## config.mk

```make
export PLATFORM = sky130hd
export DESIGN_NAME = mvau_inp_buf_ctrl
export DESIGN_NICKNAME = d
export VERILOG_FILES = /design/src/rtl/mvau_pkg.sv /design/src/rtl/mvau_fold_cnt.sv /design/src/rtl/mvau_inp_buf_ctrl.sv
export SDC_FILE = /design/constraint.sdc
export NUM_CORES = 1
export LEC_CHECK = 0
export CORE_AREA = 4 4 41 43
export CTS_CLUSTER_SIZE = 14
export DETAILED_ROUTE_END_ITERATION = 10
export DIE_AREA = 0 0 45 47
export GPL_TIMING_DRIVEN = 0
export PLACE_DENSITY_LB_ADDON = 0.15
export SLEW_MARGIN = 20
export SYNTH_ARGS = -nofsm -noshare
export SYNTH_HDL_FRONTEND = slang
export SYNTH_SLANG_ARGS = --single-unit
```

## constraint.sdc

```tcl
create_clock -name aclk -period 4.5 [get_ports aclk]
set_input_delay 1.35 -clock aclk [delete_from_list [all_inputs] [get_ports aclk]]
set_output_delay 1.35 -clock aclk [all_outputs]
set_load 0.03 [all_outputs]
```

## src/rtl/mvau_pkg.sv

```systemverilog
// Shared types and parameter sanity check for the MVAU input buffer controller.
package mvau_pkg;

  typedef enum logic {
    FILL   = 1'b0,
    REPLAY = 1'b1
  } mvau_ibc_state_t;

  function automatic bit mvau_ibc_params_ok(input int sf, input int nf, input int buf_addr);
    return (sf >= 1) && (nf >= 1) && (buf_addr >= 1) && (buf_addr < 31) &&
           ((1 << buf_addr) >= sf);
  endfunction

endpackage

```

## src/rtl/mvau_fold_cnt.sv

```systemverilog
// Wrap counter 0..LAST with enable and terminal-count flag; tc is combinational.
// Counts on the cycle en is high and wraps to 0 after LAST; holds otherwise.
module mvau_fold_cnt #(
  parameter int W    = 4,
  parameter int LAST = 3
) (
  input  logic         aclk,
  input  logic         areset,
  input  logic         en,
  output logic [W-1:0] cnt,
  output logic         tc
);

  localparam logic [W-1:0] LAST_V = W'(LAST);

  assign tc = (cnt == LAST_V);

  always_ff @(posedge aclk) begin
    if (areset) begin
      cnt <= '0;
    end else if (en) begin
      cnt <= tc ? '0 : cnt + 1'b1;
    end
  end

endmodule

```

## src/rtl/mvau_inp_buf_ctrl.sv

```systemverilog
// Writes each input vector through the buffer once, then replays it NF-1 times; strobes lag issue by 1 cycle.
// out_rdy=0 stalls everything; optional perf counters with MVAU_INP_BUF_CTRL_PERF_EN.
module mvau_inp_buf_ctrl
  import mvau_pkg::*;
#(
  parameter int SF       = 4,
  parameter int NF       = 3,
  parameter int BUF_ADDR = 4
) (
  input  logic                aclk,
  input  logic                areset,
  input  logic                in_v,
  output logic                in_rdy,
  input  logic                out_rdy,
  output logic                wr_en,
  output logic                rd_en,
  output logic [BUF_ADDR-1:0] addr,
  output logic                out_v,
  output logic                sf_first,
  output logic                sf_last,
  output logic                nf_last
`ifdef MVAU_INP_BUF_CTRL_PERF_EN
  ,
  output logic [31:0]         vec_cnt,
  output logic [31:0]         stall_cnt
`endif
);

  localparam int NF_W = $clog2(NF) + 1;
  localparam logic [NF_W-1:0] NF_LAST = NF_W'(NF - 1);

  generate
    if (!mvau_ibc_params_ok(SF, NF, BUF_ADDR)) begin : g_bad_params
      $error("mvau_inp_buf_ctrl: need SF>=1, NF>=1 and 2**BUF_ADDR>=SF");
    end
  endgenerate

  mvau_ibc_state_t     state;
  logic [BUF_ADDR-1:0] sf_cnt;
  logic [NF_W-1:0]     nf_cnt;
  logic                sf_tc;
  logic                nf_tc;
  logic                issue;

  always_comb begin
    in_rdy = 1'b0;
    wr_en  = 1'b0;
    rd_en  = 1'b0;
    addr   = sf_cnt;
    if (!areset) begin
      if (state == FILL) begin
        in_rdy = out_rdy;
        wr_en  = in_v & out_rdy;
      end else begin
        rd_en  = out_rdy;
      end
    end
  end

  assign issue = wr_en | rd_en;

  // nf_cnt advances once per finished pass, so the FILL pass moves it 0->1.
  mvau_fold_cnt #(.W(BUF_ADDR), .LAST(SF - 1)) u_sf_cnt (
    .aclk   (aclk),
    .areset (areset),
    .en     (issue),
    .cnt    (sf_cnt),
    .tc     (sf_tc)
  );

  mvau_fold_cnt #(.W(NF_W), .LAST(NF - 1)) u_nf_cnt (
    .aclk   (aclk),
    .areset (areset),
    .en     (issue & sf_tc),
    .cnt    (nf_cnt),
    .tc     (nf_tc)
  );

  always_ff @(posedge aclk) begin
    if (areset) begin
      state    <= FILL;
      out_v    <= 1'b0;
      sf_first <= 1'b0;
      sf_last  <= 1'b0;
      nf_last  <= 1'b0;
    end else begin
      out_v    <= issue;
      sf_first <= issue & (sf_cnt == '0);
      sf_last  <= issue & sf_tc;
      nf_last  <= issue & (nf_cnt == NF_LAST);
      if (issue && sf_tc) begin
        case (state)
          FILL:    if (NF > 1) state <= REPLAY;
          REPLAY:  if (nf_tc)  state <= FILL;
          default: state <= FILL;
        endcase
      end
    end
  end

`ifdef MVAU_INP_BUF_CTRL_PERF_EN
  always_ff @(posedge aclk) begin
    if (areset) begin
      vec_cnt   <= '0;
      stall_cnt <= '0;
    end else begin
      if (issue && sf_tc && nf_tc) vec_cnt <= vec_cnt + 32'd1;
      // An idle FILL (no input offered) is not a stall.
      if (!out_rdy && (state == REPLAY || in_v)) stall_cnt <= stall_cnt + 32'd1;
    end
  end
`endif

endmodule

```

# --- Word level (Yosys, flattened, before mapping) ---
# Index checks and enable logic that the tools add are counted.
word_totals:
  input_bits: 4
  romBits: 0
  wordCells: 29
  mem_count: 0
  register_bits: 12
  latchBits: 0
  output_inout_bits: 11
  mem_bits_rw: 0
op_classes:
  mul: 0
  shift: 0
  div_mod_pow: 0
  n_eq_ne: 2
  n_reduce_logical: 2
  n_lt_le_gt_ge: 0
  bitwise: 6
  add_sub_neg: 2
  muxes: 10
ops:
  columns: ["cell", "count"]
  rows:
  - ["$mux W1", 7]
  - ["$add A4 B1 Y4 const B", 1]
  - ["$and A1 B1 Y1", 4]
  - ["$eq A4 B2 Y1 const B", 1]
  - ["$logic_not A4 Y1", 1]
  - ["$mux W4", 1]
  - ["$add A3 B1 Y3 const B", 1]
  - ["$eq A3 B2 Y1 const B", 1]
  - ["$mux W3", 1]
  - ["$pmux W1 S2", 1]
  - ["$logic_and A1 B1 Y1", 1]
  - ["$not A1 Y1", 1]
  - ["$or A1 B1 Y1", 1]

# --- Depth between registers and ports, before layout ---
# Gate-level depths: netlist of run 1.
depth:
  ltp_word: 5
  mapped_depth: 4
  ltp_nobuf: 4

# --- Modules after synthesis ---
# A second synthesis of run 1 with hierarchy kept.
hier_totals:
  cells_unflattened: 55
  area_unflattened_um2: 529.3
modules_own_cells:
  columns: ["mod", "area_each_um2", "n_inst", "seq_area_each_um2", "cells_per_inst"]
  rows:
  - ["mvau_inp_buf_ctrl", 210.2, 1, 100.1, 23]
  - ["mvau_fold_cnt at u_sf_cnt", 192.7, 1, 80.1, 18]
  - ["mvau_fold_cnt at u_nf_cnt", 126.4, 1, 60.1, 14]

# --- Least setup slack after synthesis of run 1 ---
# No wires, ideal clock.
synth_timing:
  path_type: "input-to-output"
  start: "input port areset"
  end: "output port wr_en"
  n_path_buf: 1
  slack_ns: 0.716
  t_arrival_ns: 2.434
  cell_stages: 4
  required_ns: 3.150
  cell_sequence: "nand2b_1 buf_6 nor2_1 and2_1"
synth_between:
  elab_chain_cells: 1
synth_rtl:
  columns: ["item", "line", "rtl"]
  rows:
  - ["from (decl)", "mvau_inp_buf_ctrl.sv:11", "input logic areset,"]
  - ["$mux W1", "mvau_inp_buf_ctrl.sv:50", "if (!areset) begin"]
  - ["to (decl)", "mvau_inp_buf_ctrl.sv:15", "output logic wr_en,"]
# No other way between the ends.

# --- Worst setup path after layout of run 1 ---
# Ends and elaborated chain as after synthesis.

==> results of run 1 <==
flip-flops by register name, indices dropped and copies added, names as in the netlist:
| signal | count |
|---|---|
| out_v | 1 |
| u_nf_cnt.cnt | 3 |
| sf_first | 1 |
| sf_last | 1 |
| state | 1 |
| u_sf_cnt.cnt | 4 |
| nf_last | 1 |
layer usage:
layer | up-vias | global-route usage (%) | share of wire (%)
met5 | - | 0 | 0
met4 | 0 | 8.77 | 2.2
met3 | 4 | 3.45 | 6.0
met2 | 14 | 18.4 | 44
met1 | 230 | 14.3 | 48
li1 | 260 | - | -
cells in the final DEF, fill, tap and decap left out, drive strengths merged, types with 3 or more instances in the layout:
cell type and instances:
dfxtp 12, clkdlybuf4s50 13, nor2 4, inv 5, clkbuf 4, a21oi 5
nand2 3
what timing repair did:
action / CTS / global route
endpoints found under the setup margin: 1 / 1
buffers inserted: 0 / 0
resized for setup: 1 / 1
gates cloned: 0 / 0
worst register-to-register path, cell delays in order, from the launching register on:
cell     delay, ps
dfxtp_1        390
ha_1           230
or3b_4         430
nor4_4         220
mux2_1         340
stage by stage:
| stage | power, mW | setup WS [ps] |
|---|---|---|
| 2_1_floorplan | 0.124 | 716 |
| 3_3_place_gp | 0.133 | -74.5 |
| 3_5_place_dp | 0.134 | -92.9 |
| 4_1_cts | 0.195 | 33.0 |
| 5_1_grt | 0.205 | 89.2 |
| 6_report | 0.194 | 183 |
cell families (layout without fill, tap and decap cells):
kind of cell / after synthesis / after routing / synth area share [%]
AND/OR/NAND/NOR: 26 / 26 / 31.9
AO/OA/AOI/OAI: 13 / 13 / 13.7
adder cells (fa/ha/maj): 2 / 2 / 4.23
multiplexers: 2 / 2 / 3.81
buffers and inverters: 7 / 24 / 5.71
flip-flops: 12 / 12 / 40.6
where the power goes:
group	switching (mW)	internal [mW]	total (mW)
sequential	0.000830	0.107	0.108
combinational	0.0135	0.00945	0.0229
clock	0.0320	0.0309	0.0630
total	0.0464	0.148	0.194
final cells by class:
class | instances | share of cell area, %
Multi-Input combinational cell | 43 | 40.9
Clock buffer | 3 | 2.90
Timing Repair Buffer | 14 | 18.4
Inverter | 5 | 2.42
Tap cell | 15 | 2.42
Sequential cell | 12 | 30.9
Buffer | 2 | 2.09
worst min-delay path by stage:
| stage | end | cells past startpoint |
|---|---|---|
| after floorplan | nf_last$_SDFF_PP0_ | 1 |
| after global placement | nf_last$_SDFF_PP0_ | 1 |
| after detailed placement | nf_last$_SDFF_PP0_ | 1 |
| after CTS | nf_last$_SDFF_PP0_ | 1 |
| after global routing | nf_last$_SDFF_PP0_ | 1 |
| final | nf_last$_SDFF_PP0_ | 1 |
==> qor.txt, run 1 <==
Drt drc: 0
Final GP Congestion: 0.745
Tightest Hold Check Type: reg -> reg
Fin. max-slew vios: 0
Largest incremental delay on the critical path: 660 ps
Cts bufs inserted: 3
Cell taking the most area after synthesis: dfxtp_1
Crit path required time: 3150 ps
Clock tree root driver cell: clkbuf_4
All-Layer GR Usage: 12.0%
Reg2Reg Capture Point: u_nf_cnt.cnt[2]$_SDFFE_PP0P_
Final Hold Fails: 0
Via count: 508
Delay-heaviest family, CP: buffers and inverters
Final worst path period share: 95.9%
CP max-delay cell: clkdlybuf4s50_1
R2R depth: 4
Avg Cell Area, Syn: 9.55 µm²
Top Ports: 15
Post-Layout Cell Count: 94
Power per cell area: 250 nW/µm²
Critical-path cell list: clkdlybuf4s50_1 > nand2b_1 > buf_6 > nor2_1 > and2_1 > clkdlybuf4s50_1
Synth unique cells: 31
First-pass GRT wire length: 1.77 mm
Number of diodes: 0
Reg area: 240 µm²
Area grow syn2layout: 31.3%
H-tree Lvls: 1
Synth Instances: 62
Drt via density: 5.40
Worst Skew: 1.73 ps
Die area: 2120 µm²
Max cap viols: 0
Final core utilization: 59.7%
Dpl hpwl: 831 µm
Sink Count: 12
Vias in the first global route: 449
Synth top area cells: dfxtp_1 41%, a21oi_1 4.2%, ha_1 4.2%
Worst-path clk slew: 70 ps
Worst skew pair latency: 270 ps
Setup TNS: 0 ps
Warnings, synthesis: 0
Avg WL per Cell: 12.2 µm
Most frequent CP cell: clkdlybuf4s50_1
Post-synth top cells: 12 x dfxtp_1, 5 x a21oi_1, 5 x inv_1, 3 x nand2_1, 3 x nor2_1
Sequential cell area fraction in the yosys report: 40.6%
Achievable Freq: 232 MHz
Worst setup endpoint: wr_en
Nets@finish: 87
Fillers: 124
# rows: 13
Worst rel slew slack: 70.4%
R2R Setup Slk: 2780 ps
Slew @ Worst Pin: 444 ps
Layout cells sized above 1: 11.4%
Crit. End Element: primary output
Synth Flop Type: dfxtp_1
Initial Util: 45.5%
Hold path start: u_nf_cnt.cnt[2]$_SDFFE_PP0P_
Design Area, Final: 777 µm²
Worst setup path category: in -> out
Setup violations, final: 0
Initial DRC count: 8
Mapped Nets: 68
Die height: 47 µm
WP data arrival: 2970 ps
RSZ-0062 raised after global routing: false
Hold_buf cts: 0
Worst-case vdd ir drop: 0.168 mV
Fraction of registers with async set/reset: 0%
Tmin final: 4320 ps
Final ANT Viol Nets: 0
Port bufs: 14
Critical Path Start Type: primary input
Crit path launch: areset
Worst path depth: 6
CP Buf/Inv Count: 3
Area of the multi-input gates: 318 µm²
Reg2reg start: u_sf_cnt.cnt[0]$_SDFFE_PP0P_
Pleak: 0.297 nW
Grt ovf: 0
Core footprint: 1300 µm²
EDFF count, synth: 0
TritonCTS clock tree: built
Largest net degree at the start of global routing: 11
Outcome: completed
Hold Slack: 530 ps
Clk buf depth: 2
Synth Register Bits: 12
Yosys top cell area share: 40.6%
WL final: 1.14 mm
Pre-antenna DRT Iters: 4
Placed insts: 91
Mapped Area: 592 µm²
Die extent in x: 45 µm
CP Max Fanout: 9
Most common cell in the netlist: dfxtp_1
Post-DP Area: 751 µm²
Initial antenna violation count: 0
Power figures use the tool's default switching activity.
==> run 2: changes to the inputs <==
--- a/config.mk
+++ b/config.mk
@@ -11,6 +11,7 @@
 export DIE_AREA = 0 0 45 47
 export GPL_TIMING_DRIVEN = 0
 export PLACE_DENSITY_LB_ADDON = 0.15
+export SETUP_SLACK_MARGIN = 0.3
 export SLEW_MARGIN = 20
 export SYNTH_ARGS = -nofsm -noshare
 export SYNTH_HDL_FRONTEND = slang
==> run 2 against run 1 <==
Net effect:
- wire length is 0.17% higher
- largest power group unchanged
- clock skew stayed put
- cell area is 1.3% lower
==> qor.txt, run 2 (synthesis results as in run 1) <==
Outcome: completed
Final GP Congestion: 0.745 (unchanged)
Clock tree root driver cell: clkbuf_4
Largest incremental delay on the critical path: 410 ps (-250 ps)
H-tree Lvls: 1 (unchanged)
Crit path required time: 3150 ps (about the same)
Die area: 2120 µm² (unchanged)
Avg WL per Cell: 12.2 µm (+0.17%)
Comb power frac: 11.5% (-0.3 points)
Vias in the first global route: 449 (unchanged)
Final Hold Fails: 0 (unchanged)
Int Pwr: 0.147 mW (-0.39%)
Max cap viols: 0 (unchanged)
Port bufs: 14 (unchanged)
Tightest Hold Check Type: reg -> reg
Worst-path clk slew: 70 ps (about the same)
Initial Util: 45.5% (unchanged)
WP data arrival: 2680 ps (-290 ps)
Area grow syn2layout: 29.6%
Initial DRC count: 8 (unchanged)
RSZ-0062 raised after global routing: false
Slew @ Worst Pin: 444 ps (+0.000238 ps)
Drt drc: 0 (unchanged)
Fin. max-slew vios: 0 (unchanged)
CP Max Fanout: 9 (unchanged)
Final worst path period share: 89.6% (-6.3 points)
Sink Count: 12 (unchanged)
Crit. End Element: primary output
TritonCTS clock tree: built
Layout cells sized above 1: 12.7% (+1.3 points)
Top reg by flops: u_sf_cnt.cnt
Worst Skew: 1.73 ps (unchanged)
Worst-case vdd ir drop: 0.168 mV (about the same)
CP max-delay cell: clkdlybuf4s50_1
Pre-antenna DRT Iters: 4 (unchanged)
Setup violations, final: 0 (unchanged)
Critical Path Start Type: primary input
Top Ports: 15 (unchanged)
Post-route setup slack: 467 ps (+284 ps)
Pleak: 0.286 nW (-3.5%)
Core footprint: 1300 µm² (unchanged)
Power per cell area: 252 nW/µm² (+0.99%)
Flop pwr share: 55.9% (about the same)
Largest register FFs: 4 (unchanged)
Cts bufs inserted: 3 (unchanged)
Critical-path cell list: clkdlybuf4s50_1 > nand2b_1 > buf_6 > nor2_1 > and2_1 > dlygate4sd2_1
Leading cell type in the layout, fill and taps excluded: dfxtp_1
Clk pwr share: 32.5% (about the same)
Achievable Freq: 248 MHz (+7.1%)
Nets@finish: 87 (unchanged)
Number of diodes: 0 (unchanged)
Switching pwr: 0.0463 mW (about the same)
Die extent in x: 45 µm (unchanged)
Worst skew pair latency: 270 ps (about the same)
Final core utilization: 58.9% (-0.77 points)
Worst setup path category: in -> out
Dpl hpwl: 831 µm (unchanged)
Largest registers: u_sf_cnt.cnt: 4 flops, u_nf_cnt.cnt: 3 flops
Worst rel slew slack: 70.4% (about the same)
Most frequent cells in the layout: 12 x dfxtp_1, 11 x clkdlybuf4s50_1, 5 x inv_1, 5 x a21oi_1
Tmin final: 4030 ps (-284 ps)
Initial antenna violation count: 0 (unchanged)
Grt ovf: 0 (unchanged)
Drt via density: 5.41 (+0.20%)
First-pass GRT wire length: 1.77 mm (unchanged)
# rows: 13 (unchanged)
Clk buf depth: 2 (unchanged)
Largest net degree at the start of global routing: 11 (unchanged)
Die height: 47 µm (unchanged)
All-Layer GR Usage: 12.0% (unchanged)
Final ANT Viol Nets: 0 (unchanged)
Pre-CTS setup slack: -92.9 ps (unchanged)
Hold Slack: 530 ps (unchanged)
Via count: 509 (+0.20%)
Switching share of power: 23.9% (+0.060 points)
WL final: 1.15 mm (+0.17%)
==> run 2: cell types whose count changed in the layout (fill, tap and decap cells not counted) <==
| cell | before | now |
|---|---|---|
| dlygate4sd2_1 | 0 | 2 |
| clkbuf_2 | 1 | 2 |
| clkdlybuf4s50_1 | 13 | 11 |
| dlymetal6s2s_1 | 1 | 0 |
==> run 2: final timing paths <==
| kind | startpoint | endpoint | slack, ps | cells after the start |
|---|---|---|---|---|
| setup / recovery | areset | wr_en | 470 | 6 |
| hold reg to reg | u_nf_cnt.cnt[2]$_SDFFE_PP0P_ | nf_last$_SDFF_PP0_ | 530 | 1 |
| setup reg to reg | u_sf_cnt.cnt[0]$_SDFFE_PP0P_ | u_nf_cnt.cnt[2]$_SDFFE_PP0P_ | 2780 | 4 |
| hold / removal | u_nf_cnt.cnt[2]$_SDFFE_PP0P_ | nf_last$_SDFF_PP0_ | 530 | 1 |
==> run 2: power by group through the flow <==
stage,Sequential [mW],Clock (mW),Combinational (mW)
5_1_grt,0.108,0.0721,0.0241
3_3_place_gp,0.111,0,0.0226
4_1_cts,0.108,0.0635,0.0225
2_1_floorplan,0.113,0,0.0109
3_5_place_dp,0.111,0,0.0229
6_report,0.108,0.0630,0.0223
==> run 2: metal layers <==
metal | GRT usage, % | up-vias | wire (µm)
li1 | - | 260 | -
met3 | 3.45 | 4 | 69
met1 | 14.3 | 231 | 544
met5 | 0 | - | 0
met4 | 8.77 | 0 | 25
met2 | 18.4 | 14 | 506
==> run 2: critical path: cells and delay by family <==
kind                   cells  cell delay [ps]
AND/OR/NAND/NOR            3              400
buffers and inverters      3              940
==> run 2: per-stage QoR <==
step	area, µm²	std cells	power, mW	setup TNS, ps
6_report	767	94	0.194	0
3_3_place_gp	751	91	0.133	-74.5
2_1_floorplan	592	62	0.124	0
4_1_cts	771	94	0.194	0
3_5_place_dp	751	91	0.134	-92.9
5_1_grt	767	94	0.205	0
==> run 2: repair_timing <==
| action | in CTS | in global routing |
|---|---|---|
| hold buffers | 0 | 0 |
| resized for setup | 4 | 2 |
| setup buffers | 0 | 0 |
| setup endpoints to repair | 3 | 1 |
| gates cloned | 0 | 0 |
| pin swaps | 0 | 0 |
==> run 2: area by class of cell <==
class	count	area, µm²
multi-input combinational	43	318
buffer	2	16.3
tap	15	18.8
sequential	12	240
inverter	5	18.8
fill	126	534
clock buffer	3	22.5
timing repair buffer	14	133
==> run 3: changes to the inputs <==
--- a/config.mk
+++ b/config.mk
@@ -12,6 +12,7 @@
 export GPL_TIMING_DRIVEN = 0
 export PLACE_DENSITY_LB_ADDON = 0.15
 export SETUP_SLACK_MARGIN = 0.3
+export SKIP_LAST_GASP = 1
 export SLEW_MARGIN = 20
 export SYNTH_ARGS = -nofsm -noshare
 export SYNTH_HDL_FRONTEND = slang
==> results of run 3 <==
Final layout, timing and power as in run 2 (identical DEF).
